<file path="config.mk">
export PLATFORM = sky130hd
export DESIGN_NAME = draw_datapath
export DESIGN_NICKNAME = d
export VERILOG_FILES = /design/src/rtl/draw_datapath.sv
export SDC_FILE = /design/constraint.sdc
export NUM_CORES = 1
export LEC_CHECK = 0
export ABC_AREA = 0
export CORE_MARGIN = 8
export CORE_UTILIZATION = 45
export DETAILED_ROUTE_END_ITERATION = 8
export MAX_ROUTING_LAYER = met4
export PLACE_DENSITY = 0.69
export SLEW_MARGIN = 20
export SYNTH_ARGS = -nofsm -noshare
export SYNTH_HDL_FRONTEND = slang
export SYNTH_SLANG_ARGS = --single-unit
</file>
<file path="constraint.sdc">
create_clock -name clock -period 3.2 [get_ports clock]
set_input_delay 0.96 -clock clock [delete_from_list [all_inputs] [get_ports clock]]
set_output_delay 0.96 -clock clock [all_outputs]
set_load 0.02 [all_outputs]
</file>
<file path="src/rtl/draw_datapath.sv">
// draw_datapath: datapath partner of the race-game drawing FSM.
//
// Turns the FSM's one-hot draw-mode strobes and its inc/plot/done controls into
// row/column counters, registered VGA pixel writes and the stored car position.
// The FSM owns the row-end and pass-end decisions. This block only counts, clips
// and colours.
//
// Ports:
//   clock, reset            system clock, synchronous active-high reset
//   draw_bg_green_left      mode: left verge, green
//   draw_bg_black           mode: road, black
//   draw_bg_green_right     mode: right verge, green
//   draw_car                mode: car at car_x, red
//   erase                   mode: repaint road black (counterx relative to road edge)
//   update_car              mode: apply pending move on entry, then draw car red
//   inc                     end of row: counterx to mode start, countery + 1
//   plot                    pixel-write enable from FSM
//   done                    pass complete: clear counters and mode history
//   move_left, move_right   player move requests (single-cycle pulses)
//   counterx, countery      counters back to the FSM
//   x, y, colour, writeEn   registered pixel write to the VGA adapter
//   car_x                   current car left column
module draw_datapath #(
  parameter int unsigned ROAD_X0    = 30,
  parameter int unsigned GREEN_R_X0 = 130,
  parameter int unsigned ROAD_X1    = 129,
  parameter int unsigned CAR_W      = 5,
  parameter int unsigned CAR_H      = 12,
  parameter int unsigned CAR_Y      = 100,
  parameter int unsigned CAR_X_INIT = 78,
  parameter int unsigned STEP       = 4
) (
  input  logic       clock,
  input  logic       reset,
  input  logic       draw_bg_green_left,
  input  logic       draw_bg_black,
  input  logic       draw_bg_green_right,
  input  logic       draw_car,
  input  logic       erase,
  input  logic       update_car,
  input  logic       inc,
  input  logic       plot,
  input  logic       done,
  input  logic       move_left,
  input  logic       move_right,
  output logic [7:0] counterx,
  output logic [7:0] countery,
  output logic [7:0] x,
  output logic [6:0] y,
  output logic [2:0] colour,
  output logic       writeEn,
  output logic [7:0] car_x
);

  localparam int unsigned ScreenW = 160;
  localparam int unsigned ScreenH = 120;
  localparam int unsigned CarXMax = ROAD_X1 - CAR_W + 1;

  localparam logic [2:0] ColGreen = 3'b010;
  localparam logic [2:0] ColBlack = 3'b000;
  localparam logic [2:0] ColRed   = 3'b100;

  typedef enum logic [2:0] {
    ModeNone,
    ModeGreenL,
    ModeBlack,
    ModeGreenR,
    ModeCar,
    ModeErase,
    ModeUpdate
  } mode_e;

  mode_e mode, mode_q;
  logic  entry, steady, upd_entry;
  logic  pending_l, pending_r;

  logic [7:0] x_start;
  logic [8:0] px, py;
  logic       clip_ok, pix_valid;
  logic [2:0] pix_colour;

  logic [8:0] car9, car_left, car_right;
  logic [7:0] car_next;

  // Priority decode of the mode strobes (they should be one-hot anyway).
  always_comb begin
    mode = ModeNone;
    if (draw_bg_green_left)       mode = ModeGreenL;
    else if (draw_bg_black)       mode = ModeBlack;
    else if (draw_bg_green_right) mode = ModeGreenR;
    else if (draw_car)            mode = ModeCar;
    else if (erase)               mode = ModeErase;
    else if (update_car)          mode = ModeUpdate;
  end

  assign entry     = (mode != ModeNone) && (mode != mode_q);
  assign steady    = (mode != ModeNone) && (mode == mode_q);
  assign upd_entry = entry && (mode == ModeUpdate);

  always_comb begin
    x_start = 8'd0;
    case (mode)
      ModeBlack:  x_start = 8'(ROAD_X0);
      ModeGreenR: x_start = 8'(GREEN_R_X0);
      default:    x_start = 8'd0;
    endcase
  end

  // Pixel coordinates are formed in 9 bits so car/erase offsets cannot wrap
  // back onto the screen.
  always_comb begin
    px         = {1'b0, counterx};
    py         = {1'b0, countery};
    clip_ok    = 1'b0;
    pix_colour = ColBlack;
    case (mode)
      ModeGreenL, ModeGreenR: begin
        clip_ok    = 1'b1;
        pix_colour = ColGreen;
      end
      ModeBlack: begin
        clip_ok    = 1'b1;
        pix_colour = ColBlack;
      end
      ModeCar, ModeUpdate: begin
        px         = {1'b0, car_x} + {1'b0, counterx};
        py         = 9'(CAR_Y) + {1'b0, countery};
        clip_ok    = ({1'b0, countery} < 9'(CAR_H));
        pix_colour = ColRed;
      end
      ModeErase: begin
        px         = 9'(ROAD_X0) + {1'b0, counterx};
        clip_ok    = (px <= 9'(ROAD_X1));
        pix_colour = ColBlack;
      end
      default: begin
        clip_ok    = 1'b0;
        pix_colour = ColBlack;
      end
    endcase
  end

  assign pix_valid = plot && steady && clip_ok &&
                     (px < 9'(ScreenW)) && (py < 9'(ScreenH));

  // Clamped car moves. Both requests pending cancel each other.
  assign car9      = {1'b0, car_x};
  assign car_left  = (car9 >= 9'(ROAD_X0 + STEP)) ? (car9 - 9'(STEP)) : 9'(ROAD_X0);
  assign car_right = ((car9 + 9'(STEP)) > 9'(CarXMax)) ? 9'(CarXMax) : (car9 + 9'(STEP));

  always_comb begin
    car_next = car_x;
    if (pending_l && !pending_r)      car_next = car_left[7:0];
    else if (pending_r && !pending_l) car_next = car_right[7:0];
  end

  always_ff @(posedge clock) begin
    if (reset) begin
      mode_q    <= ModeNone;
      counterx  <= 8'd0;
      countery  <= 8'd0;
      x         <= 8'd0;
      y         <= 7'd0;
      colour    <= 3'd0;
      writeEn   <= 1'b0;
      car_x     <= 8'(CAR_X_INIT);
      pending_l <= 1'b0;
      pending_r <= 1'b0;
    end else begin
      mode_q <= done ? ModeNone : mode;

      if (done) begin
        counterx <= 8'd0;
        countery <= 8'd0;
      end else if (entry) begin
        counterx <= x_start;
        countery <= 8'd0;
      end else if (steady) begin
        if (inc) begin
          counterx <= x_start;
          countery <= countery + 8'd1;
        end else begin
          counterx <= counterx + 8'd1;
        end
      end

      writeEn <= pix_valid;
      if (pix_valid) begin
        x      <= px[7:0];
        y      <= py[6:0];
        colour <= pix_colour;
      end

      // A request arriving on the update entry cycle survives the clear.
      pending_l <= (pending_l && !upd_entry) || move_left;
      pending_r <= (pending_r && !upd_entry) || move_right;
      if (upd_entry) car_x <= car_next;
    end
  end

endmodule

</file>
* Word-level counts from Yosys, hierarchy flattened
Index checks and enable logic that the tools add are counted.
** Cells by class
- Add/subtract/negate cells :: 7
- $lt $le $gt $ge :: 6
- Equality and inequality tests :: 8
- Muxes and demuxes :: 18
- Reductions and logical operators :: 26
** Operators by type and width (number)
- 8-bit two-way mux :: 7
- 3-bit two-way mux :: 6
- 9-bit one-hot mux with 2 select lines :: 1
- 8-bit by 1-bit adder with 8-bit output (second input constant) :: 2
- 8-bit one-hot mux with 2 select lines :: 1
- 1-bit logical AND :: 11
- 5-bit by 8-bit adder with 9-bit output (first input constant) :: 1
- 7-bit by 8-bit adder with 9-bit output (first input constant) :: 1
- 8-bit by 3-bit adder with 9-bit output (second input constant) :: 1
- 8-bit by 8-bit adder with 9-bit output :: 1
- 3-bit == test (second input constant) :: 3
- 9-bit by 7-bit greater-than comparator with 1-bit output (second input constant) :: 1
- 9-bit by 8-bit <= comparator with 1-bit output (second input constant) :: 1
- 9-bit by 7-bit less-than comparator with 1-bit output (second input constant) :: 1
- 9-bit by 8-bit less-than comparator with 1-bit output (second input constant) :: 1
- 9-bit two-way mux :: 1
- 8-bit by 6-bit >= comparator with 1-bit output (second input constant) :: 1
- 8-bit by 4-bit less-than comparator with 1-bit output (second input constant) :: 1
- 8-bit by 3-bit subtractor with 8-bit output (second input constant) :: 1
- 3-bit by 2-bit == test with 1-bit output (second input constant) :: 2
- 3-bit one-hot mux with 2 select lines :: 1
- 2-bit OR reduction :: 3
- 3-bit OR reduction :: 2
- 2-bit AND reduction :: 2
- other kinds (8) :: 12
** Storage, ports and cells
- Bits in registers :: 48
- Bits of input ports :: 13
- Output and inout port bits :: 43
- Logic and storage cells :: 75

* Longest topological paths before layout
- Word-level depth :: 12
- Depth in mapped cells :: 11
- Depth with buffers taken out :: 9

* Worst setup path before layout
OpenSTA, ideal clock, no wires.
- Path kind :: input-to-reg
- From :: in draw_car
- To :: reg x[6]
- Setup time :: 0.088 ns
- Arrival :: 2.908 ns
- Required time :: 3.112 ns
- Setup slack :: 0.204 ns
- Stages on the path :: 8
- Buffers on the path :: 1
- Cells stage by stage :: buf_2 > or4b_4 > nand3_1 > nand3_1 > nor3_2 > nand4_4 > or4_4 > o32ai_2
** On the way
- Cells in the longest elaborated chain, start to end :: 10
- Elaborated cells on any way between the ends :: 24
- Classes of those cells :: 2 x order compare; 7 x eq/ne; 7 x mux; 8 x reduce/logical
** Ends and longest elaborated chain
- from (decl) :: RTL line 38 : input logic draw_car,
- 3-bit two-way mux * :: RTL line 91 : else if (draw_car) mode = ModeCar;
- 3-bit two-way mux * :: RTL line 90 : else if (draw_bg_green_right) mode = ModeGreenR;
- 3-bit two-way mux * :: RTL line 89 : else if (draw_bg_black) mode = ModeBlack;
- 3-bit two-way mux * :: RTL line 88 : if (draw_bg_green_left) mode = ModeGreenL;
- 3-bit == test (tied with other cells) :: RTL line 116 : case (mode)
- 2-bit OR reduction (tied with other cells) :: RTL line 116
- 9-bit one-hot mux with 2 select lines (tied with other cells) :: RTL line 116
- 9-bit by 8-bit less-than comparator with 1-bit output / 1-bit logical AND (equally long branches) :: RTL line 144, 143
- 1-bit logical AND :: RTL line 143 : assign pix_valid = plot && steady && clip_ok &&
- 1-bit logical AND :: RTL line 144 : (px < 9'(ScreenW)) && (py < 9'(ScreenH));
- to (signal assigned) :: RTL line 189 : x <= px[7:0];
- to (decl) :: RTL line 48 : output logic [7:0] x,
Mark *: on every way between the ends. The rest lies on a longest branch, timed or not.
A chain may end at the register's enable or synchronous reset.

* Worst setup path after layout
- From :: in update_car
- To :: reg x[5]
** On the way
- Cells in the longest elaborated chain, start to end :: 12
- Elaborated cells on any way between the ends :: 26
- Classes of those cells :: 2 x order compare; 7 x eq/ne; 9 x mux; 8 x reduce/logical
** Ends and longest elaborated chain
- from (decl) :: RTL line 40 : input logic update_car,
- 3-bit two-way mux * :: RTL line 93 : else if (update_car) mode = ModeUpdate;
- 3-bit two-way mux * :: RTL line 92 : else if (erase) mode = ModeErase;
- 3-bit two-way mux * :: RTL line 91
- 3-bit two-way mux * :: RTL line 90
- 3-bit two-way mux * :: RTL line 89
- 3-bit two-way mux * :: RTL line 88
- 3-bit == test (tied with other cells) :: RTL line 116
- 2-bit OR reduction (tied with other cells) :: RTL line 116
- 9-bit one-hot mux with 2 select lines (tied with other cells) :: RTL line 116
- 9-bit by 8-bit less-than comparator with 1-bit output / 1-bit logical AND (equally long branches) :: RTL line 144, 143
- 1-bit logical AND :: RTL line 143
- 1-bit logical AND :: RTL line 144
Marked as above.

==> results.sh <==
export IMPL_outcome="complete, no violations"
export IMPL_io_pins=56
export IMPL_antenna_found_initial=0
export IMPL_tightestPinTransition_ps=536
export IMPL_dpl_hpwl_um=8290
export IMPL_yosysWarnings=0
export IMPL_setup_viol=0
export IMPL_cts_sinks=47
export IMPL_die_w_um=104
export IMPL_start_kind="input port"
export IMPL_period_share=0.977
export IMPL_die_h_um=104
export IMPL_drive_gt1_frac=0.186
export IMPL_grt_pass1_vias=3540
export IMPL_final_max_slew_viol_count=0
export IMPL_powerDensity_mw_per_mm2=316
export IMPL_mostFrequentLayoutCells="59 x buf_4, 50 x clkdlybuf4s50_1, 47 x dfxtp_1"
export IMPL_ctsHoldBuffers=0
export IMPL_ys_seq_elements=47
export IMPL_async_flop_share=0
export IMPL_power_mw=1.47
export IMPL_slowest_delay_ps=580
export IMPL_critPathArrivalTime_ps=3350
export IMPL_diodes=0
export IMPL_cts_tree="done"
export IMPL_path_class="input port to register"
export IMPL_clk_latency_ps=310
export IMPL_drc=0
export IMPL_ys_seq_area_frac=0.271
export IMPL_start_util=0.457
export IMPL_std_cell_rows=32
export IMPL_timing_hold_ws_ps=483
export IMPL_ys_types=75
export IMPL_portBuffers=54
export IMPL_dieArea_mm2=0.0108
export IMPL_synth_edf_count=0
export IMPL_routed_via_count=3672
export IMPL_required_ps=3420
export IMPL_leakagePower_nw=1.76
export IMPL_n_fill_cell=684
export IMPL_syn2layout_area_growth_pct=33.4
export IMPL_syn_avg_cell_area_um2=8.11
export IMPL_endpoint_kind="register"
export IMPL_syn_area_mm2=0.00348
export IMPL_grt_util_all_layers=0.195
export IMPL_fin_nets=554
export IMPL_gp_congestion=0.921
export IMPL_peakVddDrop_mv=0.192
export IMPL_crit_slowest_cell="or4_4"
export IMPL_crit_fanout=3
export IMPL_grt_max_degree=19
export IMPL_cts_made_buffers=5
export IMPL_htree_levels=2
export IMPL_vias_per_cell=5.88
export IMPL_grt_pass1_wl_um=17300
export IMPL_globalRouteOverflowTotal=0
export IMPL_crit_chain="clkdlybuf4s50_1 > or4b_4 > nand3_1 > nand3_2 > nor3_4 > nand4_4 > or4_4 > o32ai_2"
export IMPL_finalNonFillerCells=624
export IMPL_clockBufferDepth=2
export IMPL_clk_pin_slew_ps=100
export IMPL_fin_util=0.610
export IMPL_hp_class="register to register"
export IMPL_final_common_cell="buf_4"
export IMPL_drt_iter0_drc=171
export IMPL_coreArea_mm2=0.00761
export IMPL_finalCriticalPeriod_ps=3130
export IMPL_dr_pass1_iters=5
export IMPL_dp_cells=616
export IMPL_ys_flop_type="dfxtp_1"
export IMPL_wl_um=10800
export IMPL_ant_nets=0
export IMPL_drv_cap=0
export IMPL_root_buffer="clkbuf_8"
export IMPL_drt_wirelength_per_cell_um=17.3
export IMPL_final_hold_viol_count=0
export IMPL_synth_nets=462
export IMPL_fmax_ghz=0.320
export IMPL_syn_inst=429
export IMPL_finClkSkew_ps=9.70
export IMPL_relSlewSlack=0.641
-- routing by layer --
layer  vias to the layer above  global-route usage  wire length (µm)
met2                       138               0.308              5080
met3                        15              0.0328               660
li1                       1798                   -                 -
met5                         -                   -                 0
met1                      1721               0.251              4920
met4                         0              0.0569               152
-- where the power goes --
part | switching [mW] | internal, mW
registers | 0.0156 | 0.602
logic | 0.167 | 0.143
clock network | 0.225 | 0.312
-- critical path: cells and delay by family --
family          cells  cell delay (ps)
simple gates        6             1670
compound gates      1              210
buf+inv             1              500
-- path summary, 6_finish.rpt --
path                    from    to  slack, ps  cells after the start
setup reg to reg    car_x[1]  y[3]        370                      9
hold / removal          y[0]  y[0]        480                      2
setup / recovery  update_car  x[5]         70                      8
hold reg to reg         y[0]  y[0]        480                      2
-- kinds of logic after synthesis --
logic type                 share of synthesized area
muxes                                         0.0119
adders and majority gates                     0.0741
buffers and inverters                         0.0579
AOI/OAI and AO/OA                              0.290
xor gates and xnor gates                      0.0478
other                                        0.00108
and+or+nand+nor                                0.247
DFF                                            0.271
-- repair_timing --
item	4_1_cts	5_1_grt
buffers inserted	0	0
gates resized for setup	0	18
setup endpoints to repair	0	22
-- Yosys cell counts (5+ instances only) --
cell type | count | area, µm²
clkbuf_1 | 16 | 60.1
nand4_1 | 9 | 56.3
nor2b_1 | 10 | 62.6
nor3_1 | 9 | 45.0
xor2_1 | 6 | 52.6
dfxtp_1 | 47 | 941
o21ai_0 | 25 | 125
a31oi_1 | 15 | 93.8
o31ai_1 | 5 | 37.5
and3_1 | 7 | 43.8
xnor2_1 | 13 | 114
a21o_1 | 5 | 37.5
a21oi_1 | 31 | 155
nand2b_1 | 5 | 31.3
a211oi_1 | 12 | 90.1
or3_1 | 5 | 31.3
nor2_1 | 39 | 146
inv_1 | 13 | 48.8
ha_1 | 19 | 238
nand2_1 | 24 | 90.1
nand3_1 | 14 | 70.1
-- flip-flops by register name (all words and copies together), names as in the netlist --
register   count
countery       8
writeEn        1
car_x          8
pending_l      1
mode_q         3
x              8
y              7
pending_r      1
counterx       8
colour         2
-- final cells by class --
cell class	instances	area (µm²)	share of cell area
Clock buffer	5	68.8	0.0148
Clock inverter	3	67.6	0.0146
Inverter	14	52.6	0.0113
Multi-Input combinational cell	340	2390	0.515
Sequential cell	47	941	0.203
Tap cell	102	128	0.0275
Timing Repair Buffer	113	993	0.214
-- per-stage QoR --
step | setup WS (ps) | setup TNS, ps | area (µm²)
after floorplan | 204 | 0 | 3480
after global placement | -217 | -4630 | 4440
after detailed placement | -283 | -6350 | 4440
after CTS | 39.3 | 0 | 4580
after global routing | -9.88 | -16.9 | 4640
final | 73.8 | 0 | 4640
Note: power is estimated with default switching activity, not from simulation.
